==> src/rtl/ssd_pkg.sv <==
// ssd_pkg: shared glyph codes, scan state type, cathode decode table and digit-rotation helper
package ssd_pkg;
  typedef enum logic [1:0] {IDLE, SCAN, BLANK} state_e;
  localparam logic [3:0] G_F     = 4'hA;
  localparam logic [3:0] G_L     = 4'hB;
  localparam logic [3:0] G_R     = 4'hC;
  localparam logic [3:0] G_E     = 4'hD;
  localparam logic [3:0] G_DASH  = 4'hE;
  localparam logic [3:0] G_BLANK = 4'hF;
  // Active-low {a,b,c,d,e,f,g,dp}; entry 15 first, entry 0 last.
  localparam logic [15:0][7:0] SEG_TABLE = {
    8'hFF, 8'hFD, 8'h61, 8'hF5, 8'hE3, 8'h71, 8'h09, 8'h01,
    8'h1F, 8'h41, 8'h49, 8'h99, 8'h0D, 8'h25, 8'h9F, 8'h03
  };
  // Next set mask bit above idx, wrapping; returns idx itself when it is the only one set.
  function automatic logic [2:0] next_idx(input logic [7:0] mask, input logic [2:0] idx);
    logic [2:0] r;
    r = idx;
    for (int i = 7; i >= 1; i--)
      if (mask[3'(idx + 3'(i))]) r = 3'(idx + 3'(i));
    return r;
  endfunction
endpackage

==> src/rtl/ssd_glyph_decoder.sv <==
// ssd_glyph_decoder: combinational 4-bit glyph code to active-low 8-bit cathode pattern
//   glyph_i  : glyph code 0x0-0xF
//   seg_n_o  : cathodes {Ca,Cb,Cc,Cd,Ce,Cf,Cg,Dp}, active-low
module ssd_glyph_decoder
  import ssd_pkg::*;
(
  input  logic [3:0] glyph_i,
  output logic [7:0] seg_n_o
);
  assign seg_n_o = SEG_TABLE[glyph_i];
endmodule

==> src/rtl/ssd_scan_controller.sv <==
// ssd_scan_controller: multiplexed 8-digit seven-segment scanner with shadow/active glyph banks
//   clk, rst_n           : clock, async active-low reset
//   enable_mask          : digits taking part in the scan
//   wr_valid/ready/idx/glyph : shadow glyph write port
//   commit               : request shadow-to-active copy at the next frame boundary
//   an_n, seg_n          : registered active-low anodes and cathodes
//   frame_done           : one-cycle pulse, high in the first cycle of each new frame
module ssd_scan_controller
  import ssd_pkg::*;
#(
  parameter int DWELL_CYCLES = 262144,
  parameter int BLANK_CYCLES = 1024
) (
  input  logic       clk,
  input  logic       rst_n,
  input  logic [7:0] enable_mask,
  input  logic       wr_valid,
  output logic       wr_ready,
  input  logic [2:0] wr_idx,
  input  logic [3:0] wr_glyph,
  input  logic       commit,
  output logic [7:0] an_n,
  output logic [7:0] seg_n,
  output logic       frame_done
);
  localparam int DW = DWELL_CYCLES > 1 ? $clog2(DWELL_CYCLES) : 1;
  localparam int BW = BLANK_CYCLES > 1 ? $clog2(BLANK_CYCLES) : 1;
  localparam logic [DW-1:0] DWELL_LAST = DW'(DWELL_CYCLES - 1);
  localparam logic [BW-1:0] BLANK_LAST = BW'(BLANK_CYCLES - 1);
  state_e        state_q;
  logic [2:0]    idx_q;
  logic [DW-1:0] dwell_q;
  logic [BW-1:0] blank_q;
  logic [3:0]    shadow_q [8];
  logic [3:0]    active_q [8];
  logic          pending_q;
  logic          last_blank;
  logic          boundary;
  logic          copy;
  logic [2:0]    nxt;
  logic [3:0]    glyph;
  logic [7:0]    seg_dec;
  assign nxt        = next_idx(enable_mask, idx_q);
  assign last_blank = state_q == BLANK && blank_q == BLANK_LAST;
  assign boundary   = last_blank && |enable_mask && nxt <= idx_q;
  assign copy       = boundary && pending_q;
  assign wr_ready   = rst_n && !copy;
  // During a copy the digit about to light must already show the freshly copied glyph.
  assign glyph      = copy ? shadow_q[nxt] : active_q[nxt];
  ssd_glyph_decoder u_dec (.glyph_i(glyph), .seg_n_o(seg_dec));
  always_ff @(posedge clk or negedge rst_n)
    if (!rst_n) begin
      for (int i = 0; i < 8; i++) begin
        shadow_q[i] <= G_BLANK;
        active_q[i] <= G_BLANK;
      end
      pending_q <= 1'b0;
    end else begin
      if (wr_valid && wr_ready) shadow_q[wr_idx] <= wr_glyph;
      if (copy) for (int i = 0; i < 8; i++) active_q[i] <= shadow_q[i];
      pending_q <= copy ? commit : pending_q | commit;
    end
  always_ff @(posedge clk or negedge rst_n)
    if (!rst_n) begin
      state_q    <= IDLE;
      idx_q      <= 3'd7;
      dwell_q    <= '0;
      blank_q    <= '0;
      an_n       <= 8'hFF;
      seg_n      <= 8'hFF;
      frame_done <= 1'b0;
    end else begin
      frame_done <= boundary;
      case (state_q)
        IDLE: if (|enable_mask) begin
          state_q <= BLANK;
          blank_q <= '0;
        end
        SCAN: if (!enable_mask[idx_q] || dwell_q == DWELL_LAST) begin
          state_q <= BLANK;
          blank_q <= '0;
          an_n    <= 8'hFF;
          seg_n   <= 8'hFF;
        end else dwell_q <= dwell_q + 1'b1;
        BLANK: if (!last_blank) blank_q <= blank_q + 1'b1;
        else if (!(|enable_mask)) state_q <= IDLE;
        else begin
          state_q <= SCAN;
          idx_q   <= nxt;
          dwell_q <= '0;
          an_n    <= ~(8'd1 << nxt);
          seg_n   <= seg_dec;
        end
        default: state_q <= IDLE;
      endcase
    end
endmodule

==> config.mk <==
export PLATFORM = sky130hd
export DESIGN_NAME = ssd_scan_controller
export DESIGN_NICKNAME = d
export VERILOG_FILES = /design/src/rtl/ssd_pkg.sv /design/src/rtl/ssd_glyph_decoder.sv /design/src/rtl/ssd_scan_controller.sv
export SDC_FILE = /design/constraint.sdc
export NUM_CORES = 1
export LEC_CHECK = 0
export CAP_MARGIN = 0
export CORE_MARGIN = 3
export CORE_UTILIZATION = 30
export DETAILED_ROUTE_END_ITERATION = 10
export SLEW_MARGIN = 15
export SYNTH_ARGS = -nofsm -noshare
export SYNTH_HDL_FRONTEND = slang
export SYNTH_SLANG_ARGS = --single-unit
export TNS_END_PERCENT = 30
==> constraint.sdc <==
create_clock -name clk -period 19.7 [get_ports clk]
set_clock_uncertainty 0.05 [all_clocks]
set_input_delay 4.925 -clock clk [delete_from_list [all_inputs] [get_ports clk]]
set_output_delay 4.925 -clock clk [all_outputs]
set_load 0.005 [all_outputs]
; ---- Word level (Yosys, flattened, before mapping)
; Memory sizes are Yosys's and may differ from the RTL's.
; Cells that the tools add are included.
[word_totals]
output_inout_bits = 18
wordCells = 136
mem_count = 1
ff_bits = 115
romBits = 128
[mem_list]
columns = name, depth, word_bits, rd, rd_clocked_by_memory_dff, write_ports, line_no
row1 = (no name shown), 16, 8, 1, 0, 0, ssd_glyph_decoder.sv:10  ; assign seg_n_o = SEG_TABLE[glyph_i];
[classes]
bitwise_logic = 4
n_addsub = 9
shift = 1
order_cmp = 13
mux = 55
reduce_logical = 19
n_eq_ne = 10
[ops]
columns = op, count
row1 = 2-to-1 mux 18 bit, 3
row2 = 2-to-1 mux 8 bit, 6
row3 = one-hot mux 18 bit (2 select lines), 1
row4 = bitwise mux 32 bit, 1
row5 = less-than comparator 3 x 4 -> 1 bit (second input constant), 8
row6 = one-hot mux 8 bit (2 select lines), 2
row7 = 2-to-1 mux 10 bit, 3
row8 = one-hot mux 10 bit (3 select lines), 1
row9 = binary-select mux 1 bit (select 3 bit), 8
row10 = binary-select mux 4 bit (select 3 bit), 2
row11 = 2-to-1 mux 4 bit, 6
row12 = 2-to-1 mux 3 bit, 7
row13 = adder 18 x 1 -> 18 bit (second input constant), 1
row14 = == test 18 bit (second input constant), 1
row15 = adder 3 bit (second input constant), 4
row16 = demux 4 bit (select 3 bit), 1
row17 = AND reduction 4 bit, 3
row18 = adder 10 x 1 -> 10 bit (second input constant), 1
row19 = == test 10 bit (second input constant), 1
row20 = 2-to-1 mux 1 bit, 10
row21 = inequality test 2 bit (second input constant), 5
row22 = >= comparator 4 bit (second input constant), 2
row23 = NOT 3 -> 4 bit, 2
row24 = NOT 8 bit, 1
row25 = other kinds (20), 31

; ---- Logic depth before layout (Yosys ltp)
[depth]
word_depth = 20
ltp_mapped = 33
ltp_nobuf = 25

; ---- By module
; Synthesis repeated with hierarchy kept, for this count alone.
[unflattened]
hier_cells = 863
hier_area_um2 = 7826.3
[by_module_without_submodules]
columns = mod, n_inst, area_per_inst_um2, cells_per_inst, seq_area_each_um2
row1 = ssd_scan_controller, 1, 7572.3, 829, 2981.6
row2 = ssd_glyph_decoder, 1, 254.0, 34, 0.0

; ---- Worst setup path after synthesis
; No wires, ideal clock.
[synth_path]
kind = input -> output
from = input enable_mask[2]
to = output wr_ready
t_arrival_ns = 7.873
path_slack_ns = 6.852
n_path_buf = 2
cell_stages = 15
required_ns = 14.725
path_cell_list = mux4_2 > mux2_4 > or3_1 > o311ai_2 > nand2b_1 > buf_6 > inv_4 > buf_6 > ha_1 > nor2b_1 > o21a_1 > o21ai_0 > nand3_1 > nand2_1 > inv_1
[synth_via]
elab_chain_cells = 14
[synth_rtl]
columns = item, line_no
row1 = from (decl), ssd_scan_controller.sv:16  ; input logic [7:0] enable_mask,
row2 = binary-select mux 1 bit (select 3 bit), ssd_pkg.sv:20  ; if (mask[3'(idx + 3'(i))]) r = 3'(idx + 3'(i));
row3 = 2-to-1 mux 1 bit (implied by the code), ssd_pkg.sv:20
row4 = 2-to-1 mux 3 bit (6 in series), ssd_pkg.sv:20
row5 = 2-to-1 mux 3 bit *, ssd_pkg.sv:20
row6 = via nxt[1], ssd_scan_controller.sv:40  ; logic [2:0] nxt;
row7 = less-or-equal comparator 3 bit *, ssd_scan_controller.sv:45  ; assign boundary = last_blank && |enable_mask && nxt <= idx_q;
row8 = logical AND 1 bit *, ssd_scan_controller.sv:45
row9 = logical AND 1 bit *, ssd_scan_controller.sv:46  ; assign copy = boundary && pending_q;
row10 = logical NOT 1 bit *, ssd_scan_controller.sv:47  ; assign wr_ready = rst_n && !copy;
row11 = logical AND 1 bit *, ssd_scan_controller.sv:47
row12 = to (decl), ssd_scan_controller.sv:18  ; output logic wr_ready,
; Mark *: on every way through the listed nets, which the timed path passes. The rest lies on a longest branch. The select of a mux whose other input is x is not followed.

; ---- Final worst setup path
[layout_path]
from = input enable_mask[6]
to = output wr_ready
; Same word-level chain as after synthesis.

==> impl_metrics.yaml <==
synthesis:
  ys.flop_type: "dfstp_2"
  syn-instance-count: 652
  synth_commonest_cells: "nand2_1 (103), dfstp_2 (82), nor2_1 (50), mux2i_1 (45), mux2_2 (37)"
  yosysSeqAreaShare: 0.440
  yosys.area.top_type: "dfstp_2"
  synth_edf_count: 0
  synth_area_leaders: "dfstp_2 (32%), dfrtp_1 (12%), mux2i_1 (6.7%)"
  ys_warn_count: 0
  syn_nets: 686
  async_flop_share: 1.00
  syn_area_um2: 6720
  ys_ff_latch: 114
  ys_types: 79
  synth_top_cell_area_share: 0.320
  synth.most_common_cell: "nand2_1"
  synth.avg_cell_area_um2: 10.3
worst_setup_path:
  critical_path_buf_inv_count: 5
  cp.required_ps: 14730
  reg2reg_slack_ps: 11770
  crit_fanout: 23
  path_cells: "clkdlybuf4s50_1 -> mux4_2 -> or3b_2 -> a21oi_1 -> a2111oi_0 -> a211oi_2 -> inv_1 -> ha_1 -> o21a_1 -> o21ai_0 -> nand3_1 -> buf_4 -> nand2_1 -> inv_1 -> clkdlybuf4s50_1"
  cp_top_family: "buffers and inverters"
  critPathMaxStageDelay_ps: 750
  cp-end-kind: "primary output"
  cp-start-kind: "input port"
  cp_slowest_cell: "a211oi_2"
  crit_type: "input port to primary output"
  arrival_ps: 9620
power:
  vdd_ir_drop_max_mv: 0.0486
  p_leak_nw: 3.24
  total_power_uw: 808
  powerDensity_nw_per_um2: 102
drt:
  num_vias: 4881
  post-route-drc-count: 0
  drt_iter0_drc: 322
  wl_met3_um: 480
  routed_wl_mm: 15.3
  detail_route.vias_per_cell: 5.01
  antenna_left: 0
  met2_length_mm: 7.04
  dr.pass1.iters: 5
  top_layer: "met4"
  wl_met1_mm: 7.58
  wl_per_cell_um: 15.7
clocking:
  root_buffer: "clkbuf_16"
  clkTransAtPathRegs_ps: 60
  clock_path_buffers: 2
  htreeDepth: 4
  post_cts_resized: 0
  ctsHoldBuffers: 0
  clock_latency_ps: 410
  cts_setup_buffers: 0
  cts_tree: "yes"
  numCtsBuffers: 17
  clkSinkCount: 114
global_routing:
  track_usage: 0.130
  grt_pass1_wl_mm: 25.4
  grt_pass1_vias: 4832
  gr-total-overflow: 0
  grt_max_degree: 70
  antenna_found_initial: 0
sta:
  rsz0062_at_grt: "no"
  tightest_slew_ps: 983
  period_minus_slack_ps: 14600
  finalHoldViolations: 0
  period_share: 0.741
  setup_violations: 0
  fmax_ghz: 0.0685
  max_slew_margin: 0.338
  totalNegativeSetupSlack_ps: 0
  drv_slew: 0
placed_design:
  gp_routability_congestion: 0.805
  port_buffers: 35
  dp_hpwl_mm: 10.5
job:
  cap_violations: 0
worst_hold_path:
  hp-class: "register to register"
layout:
  syn_to_final_growth_pct: 17.4
  antenna_cells: 0
  n_fill_cell: 2215
  fin_nets: 716
  seqCellArea_um2: 2960
  multi_input_area_um2: 3450
  drive_above_1_share: 0.276
  post-route-util: 0.361
die:
  die_x_um: 156
  die_y_um: 156
  initial_core_util: 0.307
  num_io_pins: 37
  core_um2: 21900
  rows: 54
  die_area_um2: 24200
run_status:
  status: "completed"
## cell type report
class | instances | area share
inverters | 37 | 0.0179
repair buffers | 41 | 0.0498
flip-flops and latches | 114 | 0.374
clock buffers | 19 | 0.0575
multi-input cells | 471 | 0.437
well taps | 280 | 0.0444
clock inverters | 13 | 0.0190
## tightest hold or removal path, cell delays in order (launching register included)
cell	delay, ps
dfstp_2	370
nand2_1	50
nand2_1	40
## kinds of logic (layout without fill, tap and decap cells)
family	after synthesis	after routing	synth area share
other	1	1	0.000558
buffers and inverters	67	110	0.0486
adder cells (fa/ha/maj)	15	15	0.0279
multiplexers	98	98	0.180
AO/OA/AOI/OAI	111	111	0.125
flip-flops	114	114	0.440
AND/OR/NAND/NOR	229	229	0.156
XOR/XNOR	17	17	0.0221
## final timing paths
path,cells past startpoint,end,startpoint
hold / removal,2,active_q[3],active_q[3]
hold reg to reg,2,active_q[3],active_q[3]
setup / recovery,15,wr_ready,enable_mask[6]
setup reg to reg,24,seg_n[4],idx_q[1]
max in group asynchronous,2,pending_q,rst_n
min in group asynchronous,1,blank_q[6],rst_n
## stage by stage
step                      instance area, um^2  instances  hold slack [ps]  setup WS, ps
after floorplan                          6720        652              382          6850
after global placement                   7290        943              393          5260
after detailed placement                 7290        943              396          5170
after CTS                                7890        975              404          5150
after global routing                     7890        975              415          4790
final                                    7890        975              405          5100
## state kept, by name, summed over array words and instances (netlist names)
| signal | flops |
|---|---|
| active_q | 32 |
| shadow_q | 32 |
| dwell_q | 18 |
| blank_q | 10 |
| an_n | 8 |
| seg_n | 7 |
| idx_q | 3 |
| state_q | 2 |
| frame_done | 1 |
| pending_q | 1 |
## power by group
| part | internal (mW) | switching [mW] |
|---|---|---|
| logic | 0.0849 | 0.109 |
| clock network | 0.195 | 0.115 |
| registers | 0.279 | 0.0252 |
| total | 0.559 | 0.249 |
## layout by cell type, fill, tap and decap left out, drive strengths merged, types with 8 or more instances in the layout
cell type / count
nand2: 103
dfstp: 82
nor2: 50
mux2i: 46
mux2: 39
inv: 38
clkdlybuf4s50: 34
dfrtp: 32
o21ai: 28
nand3: 19
clkbuf: 19
ha: 15
a21oi: 15
mux4: 13
a31oi: 12
xor2: 10
clkinv: 8
## per-layer routing
layer	track usage	up-vias
met4	0.0392	0
met5	0	-
met2	0.198	79
li1	-	2407
met1	0.185	2379
met3	0.0297	16
Note: power is estimated with default switching activity, not from simulation.
==> edit 1 (config.mk and constraints unchanged) <==
Encoding of `state_e`: now one-hot (3 bits for 3 states).
--- a/src/rtl/ssd_pkg.sv
+++ b/src/rtl/ssd_pkg.sv
@@ -1,5 +1,5 @@
 // ssd_pkg: shared glyph codes, scan state type, cathode decode table and digit-rotation helper
 package ssd_pkg;
-  typedef enum logic [1:0] {IDLE, SCAN, BLANK} state_e;
+  typedef enum logic [2:0] {IDLE = 3'b001, SCAN = 3'b010, BLANK = 3'b100} state_e;
   localparam logic [3:0] G_F     = 4'hA;
   localparam logic [3:0] G_L     = 4'hB;
Check against the original RTL: no difference found for any inputs over 10 cycles, from zero or initial values and one cycle with rst_n low; not proved beyond that.
==> edit 1 against the original RTL <==
Via count is 5.5% higher; setup slack worse by 0.63 ns; sequential cell count is 1 higher; routed wire length is 5.3% higher; die area is 0.37% lower; critical path depth is 1 higher; count of clock-buffer cells in the layout is 2 lower; non-clock buffer count is 1 higher; synthesized area is 0.39% lower; cell area is 0.38% higher; critical path type unchanged; highest routed layer unchanged.
Power is not compared: it rests on default switching activity, and its combinational part moved more than twofold at a synthesized area within 25%.
==> edit 1: results (changes against the original RTL) <==
Layout
  – Fillers: 2,221 (was 2,215)
  – Share of layout cells above drive strength 1: 25.7% (was 27.6%)
  – Non-CTS buffers: 42 (was 41)
  – Fin nets: 736 (was 716)
  – Non-clock buffering overhead: 5.05% (was 4.98%)
  – Sequential cell area: 0.00298 mm² (was 0.00296 mm²)
  – ClkCell Share: 7.96% (was 7.66%)
  – Seq/total area: 37.6% (was 37.4%)
  – Non-clock inverter count: 18 (was 37)
  – Multi-input combinational area share: 44.1% (was 43.7%)
  – Multi-input combinational gate total: 508 (was 471)

Critical path
  – Crit path largest cell delay: 0.71 ns (was 0.75 ns)
  – Slowest CP cell: mux2i_1 (was a211oi_2)
  – WP data arrival: 10.25 ns (was 9.62 ns)
  – Worst-path fanout max: 43 (was 23)

Synthesis
  – Mux contribution to synthesized area: 14.1% (was 18.0%)
  – Synthesized flop and latch total: 115 (was 114)
  – Post-synth net total: 705 (was 686)
  – Seq/Total Area, Yosys: 44.5% (was 44.0%)
  – Post-synthesis adder-cell area fraction: 2.80% (was 2.79%)
  – Synth top area cells: dfstp_2, dfrtp_1, nand2_1, mux2_2, mux4_2 (was dfstp_2, dfrtp_1, mux2i_1, mux2_2, nand2_1)
  – Compound-Gate Fraction of Synth Area: 13.8% (was 12.5%)
  – Synth cell types: 74 (was 79)

Timing
  – Relative slew slack: 29.8% (was 33.8%)

Floorplan
  – Die X-Extent: 155 µm (was 156 µm)

Place
  – Pre-CTS setup slack: 4.50 ns (was 5.17 ns)
  – Routability cong.: 0.818 (was 0.805)
  – DP Wirelength: 10,900 µm (was 10,500 µm)
  – DP Area: 0.00729 mm² (about the same)

GRT
  – Largest net degree at the start of global routing: 62 (was 70)
  – First-pass GRT wire length: 26,600 µm (was 25,400 µm)
  – GRT Overall Usage: 13.6% (was 13.0%)

Status
  – Status: complete, no violations (unchanged)

Min path
  – Hold Path Class: reg -> reg (unchanged)

Route
  – DR vias: 5,149 (was 4,881)
## edit 1: where the power goes
group	switching [mW]	total (mW)	internal, mW
combinational	0.0487	0.0903	0.0417
clock	0.119	0.332	0.213
sequential	0.0198	0.294	0.274
## edit 1: cells by family after synthesis
logic type	Yosys count
AND/OR/NAND/NOR	273
AO/OA/AOI/OAI	122
flip-flops	115
multiplexers	73
buffers and inverters	48
XOR/XNOR	24
adder cells (fa/ha/maj)	15
other	1
## edit 1: final timing paths
kind | startpoint | to | slack [ns] | cells past startpoint
min | active_q[16] | active_q[16] | 0.41 | 2
max in group asynchronous | rst_n | blank_q[0] | 13.90 | 2
max | enable_mask[1] | wr_ready | 4.47 | 16
min in group asynchronous | rst_n | shadow_q[14] | 4.91 | 1
min reg2reg | active_q[16] | active_q[16] | 0.41 | 2
max reg2reg | idx_q[1] | seg_n[2] | 12.14 | 21
## edit 1: worst register-to-register path: stages, from the launching register on
cell	delay (ns)
dfstp_2	0.83
inv_2	0.22
ha_1	0.59
mux4_2	0.43
mux2i_1	0.71
o211a_4	0.29
o311ai_4	0.14
o21ai_4	0.53
inv_2	0.46
ha_1	0.43
nor2b_1	0.13
o21ai_0	0.14
nand2b_1	0.08
a21oi_1	0.25
and2_1	0.17
buf_4	0.33
nor2_1	0.19
a32o_1	0.25
o21ai_1	0.32
nand2_1	0.34
or3_1	0.44
a31oi_1	0.17
## edit 1: metal layers
layer / wire length [µm] / up-vias / global-route usage [%]
met2: 7460 / 108 / 20.8
met1: 7640 / 2540 / 19.0
met4: 191 / 0 / 3.88
met5: 0 / - / 0
li1: - / 2483 / -
met3: 774 / 18 / 3.56
## edit 1: per-stage QoR
step	std cells	power, mW
floorplan	671	0.352
global placement	963	0.387
detailed placement	963	0.388
CTS	995	0.722
global route	995	0.747
finish	995	0.716
==> edit 2 (same settings) <==
Without the edit above. Change the parameter `DWELL_CYCLES` from 262144 to 131072.
--- a/src/rtl/ssd_scan_controller.sv
+++ b/src/rtl/ssd_scan_controller.sv
@@ -9,5 +9,5 @@
   import ssd_pkg::*;
 #(
-  parameter int DWELL_CYCLES = 262144,
+  parameter int DWELL_CYCLES = 131072,
   parameter int BLANK_CYCLES = 1024
 ) (
Check against the original RTL: no difference found for any inputs over 10 cycles, from zero or initial values and one cycle with rst_n low; that may be too few to reach the edited logic, so the function may still have changed.
==> edit 2 against the original RTL <==
Setup slack got worse by 0.99 ns; fmax fell by 6.4%; global-route usage is 1.3 points higher; count of clock-buffer cells in the layout increased by 4; critical path depth is 2 higher; power increased by 7.3%; cell count rose by 4.8%; routed wire length grew 12%; cell area grew 3.4%; non-clock buffer count decreased by 2; first-iteration DRC count rose by 74%; synthesized area grew 3.7%; worst hold slack better by 0.0014 ns; sequential cell count shrank 1; critical endpoint unchanged; largest cell class unchanged.
==> edit 2: results (changes against the original RTL) <==
Pwr
  – Internal Power: 0.597 mW (was 0.559 mW)
  – Maximum vdd drop: 0.0486 mV (about the same)
  – Leak: 3.32 nW (was 3.24 nW)

Layout
  – Share of layout cells above drive strength 1: 26.5% (was 27.6%)
  – Fin nets: 758 (was 716)
  – Layout Cells excl Fill: 1,022 (was 975)
  – Fillers: 2,298 (was 2,215)
  – Biggest regs: active_q: 32 flops, shadow_q: 32 flops, dwell_q: 17 flops (was active_q: 32 flops, shadow_q: 32 flops, dwell_q: 18 flops)

GRT
  – Largest net degree at the start of global routing: 71 (was 70)
  – M2 GR Usage: 20.4% (was 19.8%)
  – Vias in the first global route: 5,210 (was 4,832)
  – Met1 GRT Util: 21.0% (was 18.5%)
  – First-pass GRT wire length: 28,300 µm (was 25,400 µm)
  – GRT Overall Usage: 14.3% (was 13.0%)
  – Global routing met3 resource utilization: 3.26% (was 2.97%)

Place
  – DP Wirelength: 11,900 µm (was 10,500 µm)
  – Pre-CTS setup slack: 4.17 ns (was 5.17 ns)
  – Routability cong.: 0.843 (was 0.805)
  – Placed Cells: 989 (was 943)
  – DP Area: 0.00752 mm² (was 0.00729 mm²)

Synthesis
  – Synth cell types: 88 (was 79)
  – Post-synth net total: 738 (was 686)
  – Cells after synthesis: 703 (was 652)
  – Seq/Total Area, Yosys: 42.0% (was 44.0%)
  – Synth top area cells: dfstp_2, dfrtp_1, nand2_1, mux2_2, mux2i_1 (was dfstp_2, dfrtp_1, mux2i_1, mux2_2, nand2_1)
  – Post-synth top flop: dfstp_2 (unchanged)
  – Ys async rst share: 100% (unchanged)
  – Synth cell count leaders: nand2_1, dfstp_2, mux2_2 (was nand2_1, dfstp_2, nor2_1)

Route
  – Wire length on met2: 7440 µm (was 7040 µm)
  – Post-Route WL: 17,100 µm (was 15,300 µm)
  – Top Metal Used: met4 (unchanged)
  – Number of detailed-routing iterations run before antenna repair: 5 (unchanged)
  – Iteration-0 DRC Markers: 560 (was 322)
  – DR vias/cell: 5.30 (was 5.01)
  – Met3 wire length: 850 µm (was 480 µm)
  – Metal-1 WL: 8490 µm (was 7580 µm)

Clocking
  – CTS root buf: clkbuf_16 (unchanged)
  – CTS buffer count: 17 (unchanged)
  – Setup Fix Bufs, Post-CTS: 0 (unchanged)
  – Post-CTS Resized: 0 (unchanged)
  – Reg clk slew, reported paths: ~0.05 ns

Timing
  – Relative slew slack: 28.5% (was 33.8%)

Critical path
  – WP data arrival: 10.62 ns (was 9.62 ns)
  – Delay-heaviest family, CP: buffers and inverters (unchanged)
  – Crit path largest cell delay: 0.82 ns (was 0.75 ns)
  – Worst-path fanout max: 40 (was 23)
  – Slowest CP cell: a31oi_1 (was a211oi_2)

Status
  – Status: complete, no violations (unchanged)
==> edit 2: cell type report <==
cell class / count / area, µm² / area share, %
sequential: 113 / 2930 / 35.9
tap: 285 / 357 / 4.37
clock buffer: 23 / 509 / 6.24
clock inverter: 9 / 125 / 1.53
timing repair buffer: 39 / 378 / 4.63
inverter: 14 / 55.1 / 0.675
multi-input combinational: 538 / 3800 / 46.6
antenna: 1 / 2.50 / 0.0307
==> edit 2: power by group through the flow <==
stage,registers (mW),logic (mW),clock network (mW)
5_1_grt,0.316,0.257,0.344
3_3_place_gp,0.314,0.227,0
4_1_cts,0.311,0.232,0.332
2_1_floorplan,0.297,0.178,0
3_5_place_dp,0.314,0.230,0
6_report,0.311,0.231,0.324
==> edit 2: worst paths after layout <==
kind / start / to / slack, ns / cells after the start
worst min register to register: active_q[25] / active_q[25] / 0.41 / 2
min in group asynchronous: rst_n / blank_q[3] / 4.45 / 1
worst max register to register: idx_q[1] / seg_n[2] / 11.39 / 23
worst max-delay path: enable_mask[4] / wr_ready / 4.11 / 17
worst min-delay path: active_q[25] / active_q[25] / 0.41 / 2
max in group asynchronous: rst_n / frame_done / 13.85 / 2
==> edit 2: logic make-up after synthesis <==
| group | count (synthesis) | synth area share, % |
|---|---|---|
| AO/OA/AOI/OAI | 132 | 13.4 |
| AND/OR/NAND/NOR | 276 | 18.7 |
| XOR/XNOR | 18 | 2.37 |
| buffers and inverters | 52 | 3.52 |
| multiplexers | 95 | 17.0 |
| adder cells (fa/ha/maj) | 16 | 2.87 |
| flip-flops | 113 | 42.0 |
| other | 1 | 0.0538 |
==> edit 2: worst register-to-register path, delay by kind of cell (launching register included) <==
kind            cells  cell delay [ns]
compound gates      8             2.44
mux                 3             1.07
flops               1             0.78
fa+ha+maj           2             1.13
simple gates        6             1.12
buf+inv             4             1.66
